<file path="src/rtl/muldiv_sequencer_pkg.sv">
// Shared types and age-compare helper for the MUL/DIV sequencer.
// Defines the request/tracking records, the divider FSM states and default widths.
package Falco_pkg;

    localparam int MD_XLEN    = 32;
    localparam int MD_TAG_W   = 5;
    localparam int MD_PRF_W   = 6;
    localparam int MD_MUL_LAT = 2;

    typedef struct packed {
        logic                is_div;
        logic [1:0]          op;
        logic [MD_XLEN-1:0]  a;
        logic [MD_XLEN-1:0]  b;
        logic [MD_TAG_W-1:0] tag;
        logic [MD_PRF_W-1:0] rd;
    } muldiv_req_t;

    typedef struct packed {
        logic                valid;
        logic [MD_TAG_W-1:0] tag;
        logic [MD_PRF_W-1:0] rd;
    } muldiv_trk_t;

    typedef enum logic [1:0] {
        DIV_IDLE,
        DIV_ISSUE,
        DIV_RUN
    } div_state_t;

    // Age is the distance from the ROB head; the flushing branch itself is not younger than itself.
    function automatic logic is_younger(input logic [MD_TAG_W-1:0] tag,
                                        input logic [MD_TAG_W-1:0] flush_tag,
                                        input logic [MD_TAG_W-1:0] head);
        logic [MD_TAG_W-1:0] age_t;
        logic [MD_TAG_W-1:0] age_f;
        age_t = tag - head;
        age_f = flush_tag - head;
        return age_t > age_f;
    endfunction

endpackage

</file>
<file path="src/rtl/muldiv_sequencer_track_pipe.sv">
// MUL_LAT-deep shift register tracking in-flight multiplies, with per-stage kill and stall hold.
// MULDIV_EARLY_WAKEUP_EN adds an output exposing the stage one cycle ahead of the tail.
module muldiv_track_pipe
    import Falco_pkg::*;
#(
    parameter int DEPTH = MD_MUL_LAT
) (
    input  logic                clk,
    input  logic                rst,
    input  logic                stall,
    input  logic                flush_valid,
    input  logic [MD_TAG_W-1:0] flush_tag,
    input  logic [MD_TAG_W-1:0] head,
    input  logic                push_valid,
    input  logic [MD_TAG_W-1:0] push_tag,
    input  logic [MD_PRF_W-1:0] push_rd,
    output logic                tail_valid,
    output logic [MD_TAG_W-1:0] tail_tag,
    output logic [MD_PRF_W-1:0] tail_rd
`ifdef MULDIV_EARLY_WAKEUP_EN
    ,
    output logic                early_valid,
    output logic [MD_TAG_W-1:0] early_tag,
    output logic [MD_PRF_W-1:0] early_rd
`endif
);

    muldiv_trk_t stage_q [DEPTH];
    muldiv_trk_t live    [DEPTH];

    always_comb begin
        for (int i = 0; i < DEPTH; i++) begin
            live[i] = stage_q[i];
            if (flush_valid && is_younger(stage_q[i].tag, flush_tag, head)) begin
                live[i].valid = 1'b0;
            end
        end
    end

    // Killed stages are cleared both when holding and when shifting forward.
    always_ff @(posedge clk or negedge rst) begin
        if (!rst) begin
            for (int i = 0; i < DEPTH; i++) begin
                stage_q[i] <= '0;
            end
        end else if (stall) begin
            for (int i = 0; i < DEPTH; i++) begin
                stage_q[i] <= live[i];
            end
        end else begin
            stage_q[0] <= {push_valid, push_tag, push_rd};
            for (int i = 1; i < DEPTH; i++) begin
                stage_q[i] <= live[i-1];
            end
        end
    end

    assign tail_valid = live[DEPTH-1].valid;
    assign tail_tag   = live[DEPTH-1].tag;
    assign tail_rd    = live[DEPTH-1].rd;

`ifdef MULDIV_EARLY_WAKEUP_EN
    generate
        if (DEPTH > 1) begin : g_early_stage
            assign early_valid = live[DEPTH-2].valid;
            assign early_tag   = live[DEPTH-2].tag;
            assign early_rd    = live[DEPTH-2].rd;
        end else begin : g_early_push
            assign early_valid = push_valid;
            assign early_tag   = push_tag;
            assign early_rd    = push_rd;
        end
    endgenerate
`endif

endmodule

</file>
<file path="src/rtl/muldiv_sequencer.sv">
// Sequences MUL/DIV micro-ops onto a fixed-latency multiplier and an iterative divider, sharing one writeback port.
// Define MULDIV_EARLY_WAKEUP_EN to broadcast MUL wakeups one cycle ahead of writeback.
module muldiv_sequencer
    import Falco_pkg::*;
#(
    parameter int XLEN    = MD_XLEN,
    parameter int TAG_W   = MD_TAG_W,
    parameter int PRF_W   = MD_PRF_W,
    parameter int MUL_LAT = MD_MUL_LAT
) (
    input  logic             clk,
    input  logic             rst,
    input  logic             req_valid_i,
    output logic             req_ready_o,
    input  logic             req_is_div_i,
    input  logic [1:0]       req_op_i,
    input  logic [XLEN-1:0]  req_a_i,
    input  logic [XLEN-1:0]  req_b_i,
    input  logic [TAG_W-1:0] req_tag_i,
    input  logic [PRF_W-1:0] req_rd_i,
    input  logic             stall_i,
    input  logic             flush_valid_i,
    input  logic [TAG_W-1:0] flush_tag_i,
    input  logic [TAG_W-1:0] rob_head_i,
    output logic             mul_req_o,
    output logic [1:0]       mul_op_o,
    output logic [XLEN-1:0]  mul_a_o,
    output logic [XLEN-1:0]  mul_b_o,
    input  logic [XLEN-1:0]  mul_result_i,
    output logic             div_req_o,
    output logic             div_kill_o,
    output logic [1:0]       div_op_o,
    output logic [XLEN-1:0]  div_a_o,
    output logic [XLEN-1:0]  div_b_o,
    input  logic             div_done_i,
    input  logic [XLEN-1:0]  div_result_i,
    output logic             wb_valid_o,
    output logic [PRF_W-1:0] wb_rd_o,
    output logic [TAG_W-1:0] wb_tag_o,
    output logic [XLEN-1:0]  wb_data_o,
    output logic             bcast_valid_o,
    output logic [PRF_W-1:0] bcast_rd_o,
    output logic             busy_o
);

    muldiv_req_t      req;
    div_state_t       state, state_next;
    logic             div_busy, accept, req_killed, mul_accept, div_accept;
    logic [TAG_W-1:0] div_tag;
    logic [PRF_W-1:0] div_rd;
    logic             div_killed, div_fin;
    logic             skid_valid, skid_killed, skid_live, skid_next;
    logic [TAG_W-1:0] skid_tag;
    logic [PRF_W-1:0] skid_rd;
    logic [XLEN-1:0]  skid_data;
    logic             tail_valid;
    logic [TAG_W-1:0] tail_tag;
    logic [PRF_W-1:0] tail_rd;
    logic             mul_block, sel_mul, sel_skid, sel_div, to_skid, wb_killed;
    logic             wb_valid_d;
    logic [TAG_W-1:0] wb_tag_d;
    logic [PRF_W-1:0] wb_rd_d;
    logic [XLEN-1:0]  wb_data_d;
    logic             bcast_valid_d;
    logic [PRF_W-1:0] bcast_rd_d;
`ifdef MULDIV_EARLY_WAKEUP_EN
    logic             early_valid, bcast_killed;
    logic [TAG_W-1:0] early_tag, bcast_tag, bcast_tag_d;
    logic [PRF_W-1:0] early_rd;
`endif

    assign req = '{is_div: req_is_div_i, op: req_op_i, a: req_a_i, b: req_b_i,
                   tag: req_tag_i, rd: req_rd_i};

    assign div_busy    = (state != DIV_IDLE);
    assign req_ready_o = !stall_i && (!req.is_div || (!div_busy && !skid_valid));
    assign accept      = req_valid_i && req_ready_o;
    assign req_killed  = flush_valid_i && is_younger(req.tag, flush_tag_i, rob_head_i);
    assign mul_accept  = accept && !req.is_div && !req_killed;
    assign div_accept  = accept && req.is_div && !req_killed;

    assign mul_req_o = mul_accept;
    assign mul_op_o  = mul_accept ? req.op : '0;
    assign mul_a_o   = mul_accept ? req.a : '0;
    assign mul_b_o   = mul_accept ? req.b : '0;

    assign div_killed  = flush_valid_i && is_younger(div_tag, flush_tag_i, rob_head_i);
    assign skid_killed = flush_valid_i && is_younger(skid_tag, flush_tag_i, rob_head_i);
    assign wb_killed   = flush_valid_i && is_younger(wb_tag_o, flush_tag_i, rob_head_i);
    assign skid_live   = skid_valid && !skid_killed;

    muldiv_track_pipe #(.DEPTH(MUL_LAT)) u_track (
        .clk         (clk),
        .rst         (rst),
        .stall       (stall_i),
        .flush_valid (flush_valid_i),
        .flush_tag   (flush_tag_i),
        .head        (rob_head_i),
        .push_valid  (mul_accept),
        .push_tag    (req.tag),
        .push_rd     (req.rd),
        .tail_valid  (tail_valid),
        .tail_tag    (tail_tag),
        .tail_rd     (tail_rd)
`ifdef MULDIV_EARLY_WAKEUP_EN
        ,
        .early_valid (early_valid),
        .early_tag   (early_tag),
        .early_rd    (early_rd)
`endif
    );

    // A divider completion arriving during stall is still taken (into the skid) so the pulse is never lost.
    always_comb begin
        state_next = state;
        div_req_o  = 1'b0;
        div_kill_o = 1'b0;
        div_fin    = 1'b0;
        case (state)
            DIV_IDLE: begin
                if (div_accept) state_next = DIV_ISSUE;
            end
            DIV_ISSUE: begin
                if (div_killed) begin
                    div_kill_o = 1'b1;
                    state_next = DIV_IDLE;
                end else if (!stall_i) begin
                    div_req_o  = 1'b1;
                    state_next = DIV_RUN;
                end
            end
            DIV_RUN: begin
                if (div_killed) begin
                    div_kill_o = 1'b1;
                    state_next = DIV_IDLE;
                end else if (div_done_i) begin
                    div_fin    = 1'b1;
                    state_next = DIV_IDLE;
                end
            end
            default: state_next = DIV_IDLE;
        endcase
    end

    // With early wakeup the pre-tail MUL also blocks DIV, keeping the one-wide broadcast port free for it.
`ifdef MULDIV_EARLY_WAKEUP_EN
    assign mul_block = tail_valid || early_valid;
`else
    assign mul_block = tail_valid;
`endif
    assign sel_mul   = !stall_i && tail_valid;
    assign sel_skid  = !stall_i && !mul_block && skid_live;
    assign sel_div   = !stall_i && !mul_block && !skid_live && div_fin;
    assign to_skid   = div_fin && !sel_div;
    assign skid_next = to_skid || (skid_live && !sel_skid);

    always_comb begin
        wb_valid_d = wb_valid_o && !wb_killed;
        wb_tag_d   = wb_tag_o;
        wb_rd_d    = wb_rd_o;
        wb_data_d  = wb_data_o;
        if (!stall_i) begin
            wb_valid_d = sel_mul || sel_skid || sel_div;
            if (sel_mul) begin
                wb_tag_d  = tail_tag;
                wb_rd_d   = tail_rd;
                wb_data_d = mul_result_i;
            end else if (sel_skid) begin
                wb_tag_d  = skid_tag;
                wb_rd_d   = skid_rd;
                wb_data_d = skid_data;
            end else if (sel_div) begin
                wb_tag_d  = div_tag;
                wb_rd_d   = div_rd;
                wb_data_d = div_result_i;
            end
        end
    end

`ifdef MULDIV_EARLY_WAKEUP_EN
    assign bcast_killed = flush_valid_i && is_younger(bcast_tag, flush_tag_i, rob_head_i);

    always_comb begin
        bcast_valid_d = bcast_valid_o && !bcast_killed;
        bcast_rd_d    = bcast_rd_o;
        bcast_tag_d   = bcast_tag;
        if (!stall_i) begin
            if (early_valid) begin
                bcast_valid_d = 1'b1;
                bcast_rd_d    = early_rd;
                bcast_tag_d   = early_tag;
            end else begin
                bcast_valid_d = sel_skid || sel_div;
                bcast_rd_d    = wb_rd_d;
                bcast_tag_d   = wb_tag_d;
            end
        end
    end
`else
    assign bcast_valid_d = wb_valid_d;
    assign bcast_rd_d    = wb_rd_d;
`endif

    always_ff @(posedge clk or negedge rst) begin
        if (!rst) begin
            state         <= DIV_IDLE;
            div_op_o      <= '0;
            div_a_o       <= '0;
            div_b_o       <= '0;
            div_tag       <= '0;
            div_rd        <= '0;
            skid_valid    <= 1'b0;
            skid_tag      <= '0;
            skid_rd       <= '0;
            skid_data     <= '0;
            wb_valid_o    <= 1'b0;
            wb_tag_o      <= '0;
            wb_rd_o       <= '0;
            wb_data_o     <= '0;
            bcast_valid_o <= 1'b0;
            bcast_rd_o    <= '0;
            busy_o        <= 1'b0;
`ifdef MULDIV_EARLY_WAKEUP_EN
            bcast_tag     <= '0;
`endif
        end else begin
            state <= state_next;
            if (div_accept) begin
                div_op_o <= req.op;
                div_a_o  <= req.a;
                div_b_o  <= req.b;
                div_tag  <= req.tag;
                div_rd   <= req.rd;
            end
            skid_valid <= skid_next;
            if (to_skid) begin
                skid_tag  <= div_tag;
                skid_rd   <= div_rd;
                skid_data <= div_result_i;
            end
            wb_valid_o    <= wb_valid_d;
            wb_tag_o      <= wb_tag_d;
            wb_rd_o       <= wb_rd_d;
            wb_data_o     <= wb_data_d;
            bcast_valid_o <= bcast_valid_d;
            bcast_rd_o    <= bcast_rd_d;
            busy_o        <= (state_next != DIV_IDLE) || skid_next;
`ifdef MULDIV_EARLY_WAKEUP_EN
            bcast_tag     <= bcast_tag_d;
`endif
        end
    end

endmodule

</file>
<file path="config.mk">
export PLATFORM = sky130hd
export DESIGN_NAME = muldiv_sequencer
export DESIGN_NICKNAME = d
export VERILOG_FILES = /design/src/rtl/muldiv_sequencer_pkg.sv /design/src/rtl/muldiv_sequencer_track_pipe.sv /design/src/rtl/muldiv_sequencer.sv
export SDC_FILE = /design/constraint.sdc
export NUM_CORES = 1
export LEC_CHECK = 0
export ABC_CLOCK_PERIOD_IN_PS = 6850
export CAP_MARGIN = 20
export CORE_MARGIN = 5
export CORE_UTILIZATION = 30
export DETAILED_ROUTE_END_ITERATION = 8
export GPL_TIMING_DRIVEN = 0
export PLACE_DENSITY = 0.67
export REMOVE_ABC_BUFFERS = 1
export SETUP_SLACK_MARGIN = 0.1
export SYNTH_ARGS = -nofsm -noshare
export SYNTH_HDL_FRONTEND = slang
export SYNTH_HIERARCHICAL = 1
export SYNTH_SLANG_ARGS = --single-unit
</file>
<file path="constraint.sdc">
create_clock -name clk -period 6.85 [get_ports clk]
set_input_delay 1.7125 -clock clk [delete_from_list [all_inputs] [get_ports clk]]
set_output_delay 1.7125 -clock clk [all_outputs]
set_load 0.03 [all_outputs]
</file>
Word-level counts from Yosys, hierarchy flattened:

Cells that the tools add are included.

* add/subtract/negate cells: 7
* $lt $le $gt $ge: 6
* equal/unequal tests: 2
* mux-type cells: 30
* bitwise operators: 1
* reductions and logical operators: 44

Operators by type and width (count)
* 32-bit 2-to-1 mux: 5
* 5-bit subtractor: 7
* 5-bit > comparator: 6
* 24-bit 2-to-1 mux: 1
* 1-bit logical AND: 22
* 6-bit 2-to-1 mux: 3
* 5-bit 2-to-1 mux: 3
* 2-bit 2-to-1 mux: 6
* 1-bit logical NOT: 11
* 1-bit 2-to-1 mux: 11
* 2-bit one-hot mux with 3 select lines: 1
* 1-bit logical OR: 5
* 2-bit nonzero test: 2
* 3-bit nonzero test: 1
* 2-bit by 1-bit equality test with 1-bit output (second input constant): 1
* 2-bit equality test (second input constant): 1
* 2-bit logical NOT: 1
* 2-bit AND reduction: 1
* 2-bit OR reduction: 1
* 1-bit NOT: 1

* flip-flop bits (word level): 192
* bits of input ports: 158
* output and inout bits: 188
* word-level logic and storage cells: 111

Logic depth before layout (Yosys ltp):

* word-level depth: 12
* depth in mapped cells: 23
* gate-level depth less buffers: 22

Modules after synthesis:

Netlist, hierarchy kept.

Modules (own cells, without submodules)
* muldiv_sequencer: instances 1, cells an instance 877, area an instance 9456.6 um2, sequential area each 4204.0 um2
* muldiv_track_pipe: instances 1, cells an instance 162, area an instance 1724.2 um2, sequential area each 600.6 um2

Least setup slack after synthesis:

OpenSTA, ideal clock, no wires.

* path type: input port to output port
* from: input port rob_head_i[1]
* to: output port mul_b_o[22]
* data arrival time: 4.697 ns
* data required time: 5.137 ns
* slack: 0.441 ns
* stages on the path: 12
* path buffers: 1
* cells stage by stage: inv_1 -> fa_1 -> inv_1 -> ha_1 -> nor2b_1 -> o21a_1 -> a211oi_1 -> o2111ai_1 -> o211a_1 -> nor3_1 -> clkbuf_1 -> and2_1

* longest elaborated chain between the ends: 6
* elaborated cells between the ends (all ways): 7
* classes of those cells: add/sub: 2; order compare: 1; mux: 1; reduce/logical: 3

Ends and longest elaborated chain
* from (decl): line muldiv_sequencer.sv:24 `input logic [TAG_W-1:0] rob_head_i,`
* 5-bit subtractor, on equally long branches: line muldiv_sequencer_pkg.sv:37, muldiv_sequencer_pkg.sv:38
* 5-bit > comparator *: line muldiv_sequencer_pkg.sv:39 `return age_t > age_f;`
* 1-bit logical AND *: line muldiv_sequencer.sv:78 `assign req_killed = flush_valid_i && is_younger(req.tag, flush_tag_i, rob_head_i);`
* 1-bit logical NOT *: line muldiv_sequencer.sv:79 `assign mul_accept = accept && !req.is_div && !req_killed;`
* 1-bit logical AND *: line muldiv_sequencer.sv:79
* via mul_req_o: line muldiv_sequencer.sv:25 `output logic mul_req_o,`
* 32-bit 2-to-1 mux *: line muldiv_sequencer.sv:85 `assign mul_b_o = mul_accept ? req.b : '0;`
* to (decl): line muldiv_sequencer.sv:28 `output logic [XLEN-1:0] mul_b_o,`

Mark *: on every way through the listed nets, which the timed path passes. The rest lies on a longest branch.

Worst setup path after layout:

* from: input port flush_tag_i[0]
* to: output port mul_b_o[30]

* longest elaborated chain between the ends: 6

Ends and longest elaborated chain
* from (decl): line muldiv_sequencer.sv:23 `input logic [TAG_W-1:0] flush_tag_i,`
* 5-bit subtractor: line muldiv_sequencer_pkg.sv:38 `age_f = flush_tag - head;`
* 5-bit > comparator: line muldiv_sequencer_pkg.sv:39
* 1-bit logical AND: line muldiv_sequencer.sv:78
* 1-bit logical NOT: line muldiv_sequencer.sv:79
* 1-bit logical AND: line muldiv_sequencer.sv:79
* 32-bit 2-to-1 mux: line muldiv_sequencer.sv:85

Every way passes these cells.

==> metrics.md <==
| Metric | Value |
|---|---|
| Pleak | 7.25 nW |
| H-Tree Depth | 4 |
| Largest family of logic cells by synthesized area | multiplexers |
| RSZ-0062 raised after global routing | yes |
| Final setup violation count | 0 |
| Ys flop type | dfrtp_1 |
| Total grt overflow | 0 |
| Reg area | 4800 um^2 |
| Io pins | 346 |
| Maximum VDD drop | 0.257 mV |
| Die ar. | 41200 um^2 |
| Pin count of the biggest net entering global routing | 90 |
| Fmax | between 150 and 200 MHz |
| Mux contribution to synthesized area | 0.179 |
| Aggregate global-route resource usage | 0.168 |
| Max_slew headroom | 0.424 |
| Initial Util | 0.305 |
| Drt wl/cell | 19.1 um |
| Via-per-instance ratio | 4.83 |
| Fraction of registers with async set/reset | 1.00 |
| Status | complete, no violations |
| Maximum root-to-sink buffer count | 2 |
| Post-synth EDFFs | 0 |
| Cells after DPL | 1800 |
| Total negative slack | 0 ns |
| Final wirelength | 35300 um |
| Clock period minus worst slack | 6.62 ns |
| Core area | ~37000 um^2 |
| Crit path DAT | roughly 4.9 ns |
| Rows | 70 |
| Post-route cell area | approximately 16000 um^2 |
| Dpl cell area | around 15000 um^2 |
| Share of cells above drive strength 1 | 0.212 |
| Placer Congestion | 0.857 |
| Internal Power | 3.69 mW |
| Synth top area share | 0.430 |
| Worst setup EP type | primary output |
| Final core utilization | 0.439 |
| Clock Skew | roughly 0.018 ns |
| Crit share post-route | 0.967 |
| HP Class | register to register |
| Non-Filler Instances | 1850 |
| Synth Instances | 1039 |
| Initial antenna violation count | 1 |
| Setup Crit Path Kind | input port to primary output |
| Crit path max fanout | 6 |
| Logic pwr share | 0.527 |
| Clk Latency, worst-skew pair | 0.45 ns |
| Hpwl dp | 26200 um |
| Dpl ws | -1.30 ns |
| Area occupied by multi-input gates | 5900 um^2 |
| Synth Area in XOR/XNOR | 0.0336 |
| Mapped Area | between 10000 and 15000 um^2 |
| Synth Area in Simple Gates | 0.103 |
| Seq/Total Area, Yosys | 0.430 |
| Register share of total power | 0.308 |
| Min Hold Slack | 0.488 ns |
| Initial DRC count | 429 |
| Worst-Margin Slew | 0.864 ns |
| Commonest cells after routing, fill and taps aside | clkdlybuf4s50_1, dfrtp_1, nand2_1, mux2_2, inv_1 |
| Final WS setup | 0.227 ns |
| Final layout net count | ~1600 |
| Root Buffer | clkbuf_16 |
| Vias in the first global route | around 9700 |
| Post-Synth Adder-Cell Area | 0.0843 |
| Required time worst endpoint | 5.14 ns |
| Clock transition at the registers of the reported paths | approximately 0.080 ns |
| Max_cap viols | 0 |
| CP Launch Type | input port |
| DRC Markers | 0 |
| Clk pwr share | 0.164 |
| Number of buffers created by CTS | 17 |
| Layout area overhead | 44.1% |
| Slew Limit Fails | 0 |
| Power Total | 6.31 mW |
| Die Width | 203 um |
| Vias | 8935 |
| Sw Share | 0.416 |
| Drt pass-1 iters | 8 |
| DRT antenna net count | 0 |
| Top cell type by total area after synthesis | dfrtp_1 |
| Synth Area in Compound Gates | 0.109 |
| Cell variety after synth | between 60 and 70 |
| Synthesis warning total | 6 |
| Syn avg cell area | 10.8 um^2 |
| DIE HEIGHT | 203 um |
| First-pass GRT wire length | 54800 um |
| FF+latch count, synth | 192 |
| Main area contributors after synthesis | dfrtp_1, mux2_2, ha_1 |
| # port buffers | approximately 350 |
| Final Hold Viols | 0 |
| CTS tree | done |
| Commonest non-fill, non-tap cell in the layout | clkdlybuf4s50_1 |
| # fillers | 3441 |
| PwrDens | 392 nW/um^2 |
| # clock sinks | 192 |
| Switching Power | 2.63 mW |
## power by group through the flow
| stage | logic (mW) | clock network (mW) | registers [mW] |
|---|---|---|---|
| floorplan | 1.29 | 0 | 2.60 |
| global placement | 3.22 | 0 | 1.94 |
| detailed placement | 3.29 | 0 | 1.96 |
| CTS | 3.34 | 1.07 | 1.95 |
| global route | 3.59 | 1.12 | 2.01 |
| finish | 3.33 | 1.04 | 1.95 |
## final cells by class
| cell class | instances | area share |
|---|---|---|
| multi-input cells | 694 | 0.366 |
| flip-flops and latches | 192 | 0.298 |
| repair buffers | 378 | 0.242 |
| well taps | 468 | 0.0363 |
| clock buffers | 17 | 0.0264 |
| inverters | 84 | 0.0201 |
| clock inverters | 15 | 0.0107 |
| diodes | 2 | 0.000311 |
## routing by layer
| layer | vias to the layer above | global-route usage | part of all wire |
|---|---|---|---|
| met5 | - | 0 | 0 |
| met4 | 0 | 0.0554 | 0.025 |
| met3 | 43 | 0.0495 | 0.066 |
| met2 | 289 | 0.296 | 0.50 |
| met1 | 4395 | 0.198 | 0.40 |
| li1 | 4208 | - | - |
## timing repair
action | 4_1_cts | 5_1_grt
hold buffers | 0 | 0
setup buffers | 10 | 2
cloned | 3 | 1
gates resized for setup | 421 | 46
setup endpoints to repair | 84 | 69
pin swaps | 5 | 9
endpoints found under the hold margin | 0 | 0
## cell families after synthesis
logic type / after synthesis
adders and majority gates: 71
AOI/OAI and AO/OA: 170
xor gates and xnor gates: 39
buffers and inverters: 153
DFF: 192
and+or+nand+nor: 231
muxes: 183
## cell usage after synthesis, drive strengths merged (2+ instances only)
cell     count
inv         84
o311ai       2
xnor2       28
clkbuf      36
nand3        3
nor4         2
mux2i       44
xor2        11
maj3         3
and3b        2
or4          2
fa           8
nand3b       3
or2          3
a211oi       2
o31ai        2
and2        68
nand2b       4
nor2        15
a31oi        4
dfrtp      192
and3         3
mux2       139
o21ai       57
nor2b        6
o211ai       4
a21o        11
a221o        2
ha          60
o211a       44
nand2      112
a21oi       28
o22ai        2
buf         33
nand4        3
o2111ai      2
nor3b        2
o21a         2
## sequential cells by signal, summed over array words and instances (netlist names), 2 cells and up
name,count
bcast_rd_o,6
div_a_o,32
div_b_o,32
div_op_o,2
div_rd,6
div_tag,5
skid_data,32
skid_rd,6
skid_tag,5
state,2
u_track/live,11
u_track/stage_q,2
u_track/tail_rd,6
u_track/tail_tag,5
wb_data_o,32
wb_tag_o,5
## worst max-delay path, cell delays in order
cell and delay, ns:
dlygate4sd2_1 0.26, inv_1 0.07, ha_2 0.19, inv_2 0.04, fa_2 0.40, a21oi_2 0.16
nor2_1 0.06, nor2_2 0.10, buf_4 0.13, xnor2_2 0.08, ha_1 0.32, and3_4 0.19
nand3_2 0.07, o211a_4 0.25, nor3_4 0.12, buf_6 0.14, buf_12 0.13, buf_12 0.11
clkbuf_16 0.13, and2_4 0.13, buf_6 0.12
## path summary, 6_finish.rpt
check,to,cells after the start,startpoint,slack (ns)
min reg2reg,skid_data[27],1,skid_data[27],0.49
max,mul_b_o[30],21,flush_tag_i[0],0.23
min,skid_data[27],1,skid_data[27],0.49
min in group asynchronous,wb_data_o[25],1,rst,1.12
max in group asynchronous,div_op_o[0],3,rst,4.64
max reg2reg,wb_data_o[11],24,u_track/tail_tag[0],1.75
Note: power is estimated with default switching activity, not from simulation.
